**src/rtl/truth_table_scanner_if.sv**
```systemverilog
// Bus between the truth-table scanner, its control source and the gate under test.
// The master side drives the sweep request, the expected table and the gate output.
// The slave side is the scanner, which drives the test vector and reports results.
interface truth_table_scanner_if #(
  parameter int N_IN = 5
);
  localparam int NV = 1 << N_IN;

  logic              start;
  logic              abort;
  logic [NV-1:0]     expected_tt;
  logic              dut_y;
  logic [N_IN-1:0]   dut_in;
  logic              busy;
  logic              done;
  logic              result_valid;
  logic [NV-1:0]     truth_table;
  logic [N_IN:0]     mismatch_cnt;
  logic [N_IN-1:0]   first_fail_idx;
  logic              pass;

  modport master (
    output start, abort, expected_tt, dut_y,
    input  dut_in, busy, done, result_valid, truth_table,
           mismatch_cnt, first_fail_idx, pass
  );

  modport slave (
    input  start, abort, expected_tt, dut_y,
    output dut_in, busy, done, result_valid, truth_table,
           mismatch_cnt, first_fail_idx, pass
  );
endinterface

```
**src/rtl/truth_table_scanner.sv**
```systemverilog
// Exhaustive truth-table scanner: walks every input vector of an N_IN-input
// combinational gate, holds each vector SETTLE cycles, samples the gate output
// on the last cycle of the hold, and compares the captured table against a
// table latched at sweep start. SETTLE must lie in 1..15.
module truth_table_scanner #(
  parameter int N_IN   = 5,
  parameter int SETTLE = 2
) (
  input  logic                  clk,
  input  logic                  rst,
  truth_table_scanner_if.slave  bus
);
  localparam int NV = 1 << N_IN;

  localparam logic [1:0] S_IDLE = 2'd0;
  localparam logic [1:0] S_HOLD = 2'd1;
  localparam logic [1:0] S_DONE = 2'd2;

  localparam logic [3:0]      SETTLE_LAST = 4'(SETTLE - 1);
  localparam logic [N_IN-1:0] IDX_LAST    = '1;

  logic [1:0]      state_q,     state_d;
  logic [N_IN-1:0] idx_q,       idx_d;
  logic [3:0]      settle_q,    settle_d;
  logic [N_IN-1:0] dut_in_q,    dut_in_d;
  logic [NV-1:0]   exp_q,       exp_d;
  logic [NV-1:0]   tt_q,        tt_d;
  logic [N_IN:0]   mcnt_q,      mcnt_d;
  logic [N_IN-1:0] ffi_q,       ffi_d;
  logic            fail_seen_q, fail_seen_d;
  logic            busy_q,      busy_d;
  logic            rv_q,        rv_d;

  // Next-state logic: sweep sequencing, sampling and mismatch accounting
  always_comb begin
    state_d     = state_q;
    idx_d       = idx_q;
    settle_d    = settle_q;
    dut_in_d    = dut_in_q;
    exp_d       = exp_q;
    tt_d        = tt_q;
    mcnt_d      = mcnt_q;
    ffi_d       = ffi_q;
    fail_seen_d = fail_seen_q;
    busy_d      = busy_q;
    rv_d        = rv_q;

    case (state_q)
      S_IDLE: begin
        if (bus.start) begin
          exp_d       = bus.expected_tt;
          idx_d       = '0;
          dut_in_d    = '0;
          settle_d    = '0;
          tt_d        = '0;
          mcnt_d      = '0;
          ffi_d       = '0;
          fail_seen_d = 1'b0;
          rv_d        = 1'b0;
          busy_d      = 1'b1;
          state_d     = S_HOLD;
        end
      end

      S_HOLD: begin
        // An abort takes priority over a sample falling in the same cycle,
        // so a sweep aborted on its final vector never reports completion.
        if (bus.abort) begin
          busy_d  = 1'b0;
          rv_d    = 1'b0;
          state_d = S_IDLE;
        end else if (settle_q == SETTLE_LAST) begin
          tt_d[idx_q] = bus.dut_y;
          if (bus.dut_y != exp_q[idx_q]) begin
            mcnt_d = mcnt_q + 1'b1;
            if (!fail_seen_q) begin
              ffi_d       = idx_q;
              fail_seen_d = 1'b1;
            end
          end
          if (idx_q == IDX_LAST) begin
            state_d = S_DONE;
          end else begin
            idx_d    = idx_q + 1'b1;
            dut_in_d = idx_q + 1'b1;
            settle_d = '0;
          end
        end else begin
          settle_d = settle_q + 1'b1;
        end
      end

      S_DONE: begin
        busy_d  = 1'b0;
        rv_d    = 1'b1;
        state_d = S_IDLE;
      end

      default: begin
        state_d = S_IDLE;
      end
    endcase
  end

  // State and result registers with asynchronous reset
  always_ff @(posedge clk or posedge rst) begin
    if (rst) begin
      state_q     <= S_IDLE;
      idx_q       <= '0;
      settle_q    <= '0;
      dut_in_q    <= '0;
      exp_q       <= '0;
      tt_q        <= '0;
      mcnt_q      <= '0;
      ffi_q       <= '0;
      fail_seen_q <= 1'b0;
      busy_q      <= 1'b0;
      rv_q        <= 1'b0;
    end else begin
      state_q     <= state_d;
      idx_q       <= idx_d;
      settle_q    <= settle_d;
      dut_in_q    <= dut_in_d;
      exp_q       <= exp_d;
      tt_q        <= tt_d;
      mcnt_q      <= mcnt_d;
      ffi_q       <= ffi_d;
      fail_seen_q <= fail_seen_d;
      busy_q      <= busy_d;
      rv_q        <= rv_d;
    end
  end

  assign bus.dut_in         = dut_in_q;
  assign bus.busy           = busy_q;
  assign bus.done           = (state_q == S_DONE);
  assign bus.result_valid   = rv_q;
  assign bus.truth_table    = tt_q;
  assign bus.mismatch_cnt   = mcnt_q;
  assign bus.first_fail_idx = ffi_q;
  assign bus.pass           = rv_q && (mcnt_q == '0);
endmodule

```
**src/flat_wrapper.sv**
```systemverilog
// flat-port wrapper written by rule: the top's interface ports become plain ports
module truth_table_scanner_flat 
#(
  parameter int N_IN   = 5,
  parameter int SETTLE = 2
)
  (clk, rst, bus_start, bus_abort, bus_expected_tt, bus_dut_y, bus_dut_in, bus_busy, bus_done, bus_result_valid, bus_truth_table, bus_mismatch_cnt, bus_first_fail_idx, bus_pass);
  truth_table_scanner_if #(.N_IN(N_IN)) bus_i ();
  input  logic clk;
  input  logic rst;
  input wire logic [$bits(bus_i.start)-1:0] bus_start;
  input wire logic [$bits(bus_i.abort)-1:0] bus_abort;
  input wire logic [$bits(bus_i.expected_tt)-1:0] bus_expected_tt;
  input wire logic [$bits(bus_i.dut_y)-1:0] bus_dut_y;
  output wire logic [$bits(bus_i.dut_in)-1:0] bus_dut_in;
  output wire logic [$bits(bus_i.busy)-1:0] bus_busy;
  output wire logic [$bits(bus_i.done)-1:0] bus_done;
  output wire logic [$bits(bus_i.result_valid)-1:0] bus_result_valid;
  output wire logic [$bits(bus_i.truth_table)-1:0] bus_truth_table;
  output wire logic [$bits(bus_i.mismatch_cnt)-1:0] bus_mismatch_cnt;
  output wire logic [$bits(bus_i.first_fail_idx)-1:0] bus_first_fail_idx;
  output wire logic [$bits(bus_i.pass)-1:0] bus_pass;
  assign bus_i.start = bus_start;
  assign bus_i.abort = bus_abort;
  assign bus_i.expected_tt = bus_expected_tt;
  assign bus_i.dut_y = bus_dut_y;
  assign bus_dut_in = bus_i.dut_in;
  assign bus_busy = bus_i.busy;
  assign bus_done = bus_i.done;
  assign bus_result_valid = bus_i.result_valid;
  assign bus_truth_table = bus_i.truth_table;
  assign bus_mismatch_cnt = bus_i.mismatch_cnt;
  assign bus_first_fail_idx = bus_i.first_fail_idx;
  assign bus_pass = bus_i.pass;
  truth_table_scanner #(.N_IN(N_IN), .SETTLE(SETTLE)) u_core (.clk(clk), .rst(rst), .bus(bus_i));
endmodule
```
**config.mk**
```make
export PLATFORM = sky130hd
export DESIGN_NAME = truth_table_scanner_flat
export DESIGN_NICKNAME = d
export VERILOG_FILES = /design/src/rtl/truth_table_scanner_if.sv /design/src/rtl/truth_table_scanner.sv /design/src/flat_wrapper.sv
export SDC_FILE = /design/constraint.sdc
export NUM_CORES = 1
export LEC_CHECK = 0
export BUFFER_PORTS_ARGS = -buffer_cell sky130_fd_sc_hd__buf_2
export CORE_ASPECT_RATIO = 1.25
export CORE_MARGIN = 2
export CORE_UTILIZATION = 40
export DETAILED_ROUTE_END_ITERATION = 6
export PLACE_DENSITY = 0.58
export SYNTH_ARGS = -nofsm -noshare
export SYNTH_HDL_FRONTEND = slang
export SYNTH_SLANG_ARGS = --single-unit
```
**constraint.sdc**
```tcl
create_clock -name clk -period 6.93 [get_ports clk]
set_input_delay 1.0395 -clock clk [delete_from_list [all_inputs] [get_ports clk]]
set_output_delay 1.0395 -clock clk [all_outputs]
set_load 0.005 [all_outputs]
```
---- Word-level counts from Yosys, hierarchy flattened ----
Index checks and enable logic that the tools add are counted.
storage, ports and cells
  flip-flop bits (word level) ............. 89
  input bits .............................. 37
  output and inout bits ................... 52
  logic and storage cells ................. 87
cells by class
  add/sub/neg operators ................... 3
  magnitude comparators ................... 2
  equal/unequal tests ..................... 15
  multiplexer cells ....................... 43
  reductions and logical operators ........ 14
operators by type and width
  operator               number
  $mux W32               3
  $pmux W32 S2           1
  $mux W5                8
  $bwmux W32             1
  $mux W6                4
  $pmux W5 S2            2
  $mux W4                4
  $pmux W6 S2            1
  $ne A2 B2 Y1 const B   5
  $reduce_and A5 Y1      2
  $mux W1                8
  $mux W2                4
  $pmux W4 S2            1
  $reduce_and A4 Y1      2
  $add A6 B1 Y6 const B  1
  $logic_not A6 Y1       1
  $lt A5 B6 Y1 const B   1
  $ne A3 B2 Y1 const B   2
  $pmux W1 S3            2
  $reduce_and A3 Y1      2
  $reduce_and A6 Y1      1
  $add A5 B1 Y5 const B  1
  $bmux W1 S5            1
  $demux W1 S5           1
  16 further kinds       18

---- Logic depth before layout (Yosys ltp) ----
  depth after elaboration ................. 8
  depth in mapped cells ................... 10
  mapped depth without buffers ............ 8

---- Worst setup path after synthesis ----
OpenSTA, ideal clock, no wires.
  kind .................................... input port to flip-flop
  from .................................... input port bus_abort
  to ...................................... register u_core.tt_q[10] (netlist: u_core.bus.truth_table[10])
  library setup time ...................... 0.078 ns
  arrival time ............................ 2.307 ns
  slack ................................... 4.546 ns
  stages on the path ...................... 5
  path buffers ............................ 0
  path through ............................ nor2b_1 -> o21ai_1 -> nor4_2 -> nand2_1 -> o21ai_1
on the way
  word-level cells in the longest chain between the ends .. 2
ends and longest elaborated chain
  item                         RTL line                    RTL
  start: declaration           flat_wrapper.sv:12          input wire logic [$bits(bus_i.abort)-1:0] bus_abort;
  $ne A2 B2 Y1 (no line)       n/a
  $reduce_and A4 Y1 (no line)  n/a
  end signal: assignment       truth_table_scanner.sv:125  tt_q <= tt_d;
  end: declaration             truth_table_scanner.sv:27   logic [NV-1:0] tt_q, tt_d;
Every way passes these cells.
A chain may end at the register's enable or synchronous reset.

---- Worst setup path in the final report ----
  from .................................... register u_core.idx_q[4]
  to ...................................... register u_core.mcnt_q[1] (netlist: u_core.bus.mismatch_cnt[1])
on the way
  word-level cells in the longest chain between the ends .. 5
ends and longest elaborated chain
  item                           RTL line                    RTL
  start: declaration             truth_table_scanner.sv:23   logic [N_IN-1:0] idx_q, idx_d;
  start signal: assignment       truth_table_scanner.sv:121  idx_q <= idx_d;
  $bmux W1 S5                    truth_table_scanner.sv:74   if (bus.dut_y != exp_q[idx_q]) begin
  $mux W1 (not written as such)  truth_table_scanner.sv:74
  $ne A1 B1 Y1                   truth_table_scanner.sv:74
  $ne A2 B1 Y1 (no line)         n/a
  $reduce_and A5 Y1 (no line)    n/a
  end signal: assignment         truth_table_scanner.sv:126  mcnt_q <= mcnt_d;
  end: declaration               truth_table_scanner.sv:28   logic [N_IN:0] mcnt_q, mcnt_d;
Every way passes these cells. The select of a mux whose other input is x is not followed.

==> summary.md <==
| Metric | Value |
|---|---|
| Status | complete, no violations |
| Worst reg2reg path depth | 6 |
| Worst Max-Slew Pin Slew | 1.12 ns |
| Core Footprint | 11,500 um^2 |
| Clock Skew | 0.0110 ns |
| Syn. warnings | 0 |
| Pre-antenna DRT Iters | 5 |
| Crit-path cells | mux4_2, a22o_1, a31oi_2, nand4_1, and4_1, a221o_1 |
| Worst Hold Launch | u_core.bus.truth_table[5] |
| Worst Slack Setup Final | 3.68 ns |
| Worst r2r src | u_core.idx_q[4] |
| Synth area leaders | dfrtp_1, mux2_1, o21ai_1 |
| Via count | 3,766 |
| Max Freq | 308 MHz |
| Starting density of the core | 0.406 |
| HP Class | flop to flop |
| Final period utilization | 0.468 |
| Total power | 0.00216 W |
| Post-synthesis sequential area ratio | 0.479 |
| Worst-Skew Late Latency | 0.34 ns |
| Worst r2r dst | u_core.bus.mismatch_cnt[1] |
| Routed Antenna Nets | 0 |
| WP data required | 7.15 ns |
| Most frequent cells in the layout | dfrtp_1, buf_2, o21ai_1, nand2_1, mux2_1 |
| Slowest Stage Delay on Critical Path | 0.78 ns |
| Mapped Cells | 462 |
| R2r setup slk | 3.68 ns |
| FP Rows | 44 |
| VDD IR max | 0.216 mV |
| Root Driver | clkbuf_16 |
| I/O Buffers | 88 |
| Commonest non-fill, non-tap cell in the layout | dfrtp_1 |
| DRC Markers | 0 |
| FF+latch count, synth | 89 |
| Total gr overflow | 0 |
| Vias in the first global route | 3,768 |
| Reg clk slew, reported paths | 0.06 ns |
| Worst-path maximum fanout | 21 |
| Final setup fails | 0 |
| PD cells | 398 nW/um^2 |
| Initial DRC Count | 225 |
| Die Ht | 125 um |
| Pins Over Slew Limit | 0 |
| Cts repair resizes | 0 |
| Final instance area | 5430 um^2 |
| DIE AREA | 12,500 um^2 |
| IO Count | 89 |
| Vias per cell | 5.60 |
| MaxCap Viol Count | 0 |
| Share of the synthesized area in the top cell type | 0.479 |
| Avg Cell Area, Syn | 10.1 um^2 |
| Leak | 2.53 nW |
| Post-layout nets | 582 |
| Cell taking the most area after synthesis | dfrtp_1 |
| CTS sink count | 89 |
| Syn nets | 512 |
| Layout area overhead | 16.8% |
| RSZ-0062 raised after global routing | no |
| Hold WS | 0.491 ns |
| Placed cell area | 5130 um^2 |
| Wirelength, routed | 11.2 mm |
| Worst rel slew slack | 0.256 |
| Hold path cells | 2 |
| Final Wtd Congestion | 0.817 |
| Initial antenna violation count | 0 |
| Worst setup SP type | flop |
| Min-Delay Endpoint | u_core.bus.truth_table[5] |
| Total negative slack | 0 ns |
| Wire per inst | 16.6 um |
| CTS tree | done |
| Worst path slowest cell | dfrtp_1 |
| H-Tree Level Count | 3 |
| Post-CTS setup buffer count | 0 |
| Post-synth design cell area | 4650 um^2 |
| First-pass GRT wire length | 18.8 mm |
| Pin count of the biggest net entering global routing | 90 |
| Num CTS Buffers | 9 |
| Minimum clock period after layout | 3.25 ns |
| Post-DP HPWL | 7.78 mm |
| Crit. End Element | flop |
| Netlist cell types | 48 |
| Layout cells sized above 1 | 0.232 |
| Ant diodes | 0 |
| DP Worst Slack | 3.74 ns |
| Post-cts hold buffer count | 0 |
| WP data arrival | 3.47 ns |
| Crit Path Category | flop to flop |
| Final hold violations | 0 |
| GRT Overall Usage | 0.188 |
| Clock Tree Buf Depth | 2 |
| Die Wd | 100 um |
-- final cells by class --
cell class	count	area, um^2
clock buffers	10	229
clock inverters	4	70.1
fillers	1147	6020
inverters	15	57.6
multi-input cells	326	2210
flip-flops and latches	89	2230
well taps	138	173
repair buffers	91	463
-- through the flow --
step           cells   util
2_1_floorplan    462      -
3_3_place_gp     659  0.448
3_5_place_dp     659  0.448
4_1_cts          673  0.474
5_1_grt          673  0.474
6_report         673  0.474
-- report_power, final --
group          total, W  switching (W)  internal [W]
logic          0.000829       0.000491      0.000338
registers      0.000831       0.000149      0.000682
clock network  0.000503       0.000192      0.000311
total           0.00216       0.000832       0.00133
-- synthesized netlist by cell type, drive strengths merged --
library cell  count
dfrtp            89
o21ai            66
nand2            48
mux2             33
a21oi            32
clkbuf           19
nand3            19
mux2i            18
inv              15
buf              13
ha               13
nor2             13
nor3             10
and3              7
nand4             7
a22oi             6
nor2b             6
o211ai            6
a31oi             5
a31o              4
and2              4
nor4              4
nand2b            3
o22ai             3
a22o              2
and3b             2
mux4              2
a211o             1
a211oi            1
a221o             1
a32o              1
a32oi             1
and2b             1
and4              1
nand4bb           1
nor3b             1
o21a              1
o221a             1
o22a              1
o31ai             1
-- worst max path at each step --
stage	start	end	slack, ns	cells past startpoint
after floorplan	rst	u_core.bus.busy	3.58	1
after global placement	u_core.idx_q[0]	u_core.bus.mismatch_cnt[1]	3.82	6
after detailed placement	u_core.idx_q[4]	u_core.bus.mismatch_cnt[1]	3.74	6
after CTS	u_core.idx_q[4]	u_core.bus.mismatch_cnt[1]	3.74	6
after global routing	u_core.state_q[1]	u_core.bus.truth_table[18]	3.46	7
final	u_core.idx_q[4]	u_core.bus.mismatch_cnt[1]	3.68	6
-- state kept, by name (all words and copies together) (netlist names) --
register                   count
u_core.bus.busy                1
u_core.bus.first_fail_idx      5
u_core.bus.mismatch_cnt        6
u_core.bus.result_valid        1
u_core.bus.truth_table        32
u_core.exp_q                  32
u_core.fail_seen_q             1
u_core.idx_q                   5
u_core.settle_q                4
u_core.state_q                 2
-- routing by layer --
layer	global-route usage	part of all wire
met1	0.258	0.46
met2	0.289	0.47
met3	0.0365	0.050
met4	0.0822	0.026
met5	0	0
-- cell families (layout without fill, tap and decap cells) --
kind of cell / Yosys count / after routing / synth area share
buffers and inverters: 47 / 120 / 0.0477
multiplexers: 53 / 53 / 0.128
adder cells (fa/ha/maj): 13 / 13 / 0.0350
AO/OA/AOI/OAI: 133 / 133 / 0.173
flip-flops: 89 / 89 / 0.479
AND/OR/NAND/NOR: 127 / 127 / 0.137
-- critical path, delay by kind of cell, from the launching register on --
family | cells | cell delay, ns
DFF | 1 | 0.78
AOI/OAI and AO/OA | 3 | 0.72
and+or+nand+nor | 2 | 1.20
muxes | 1 | 0.41
Power figures use the tool's default switching activity.
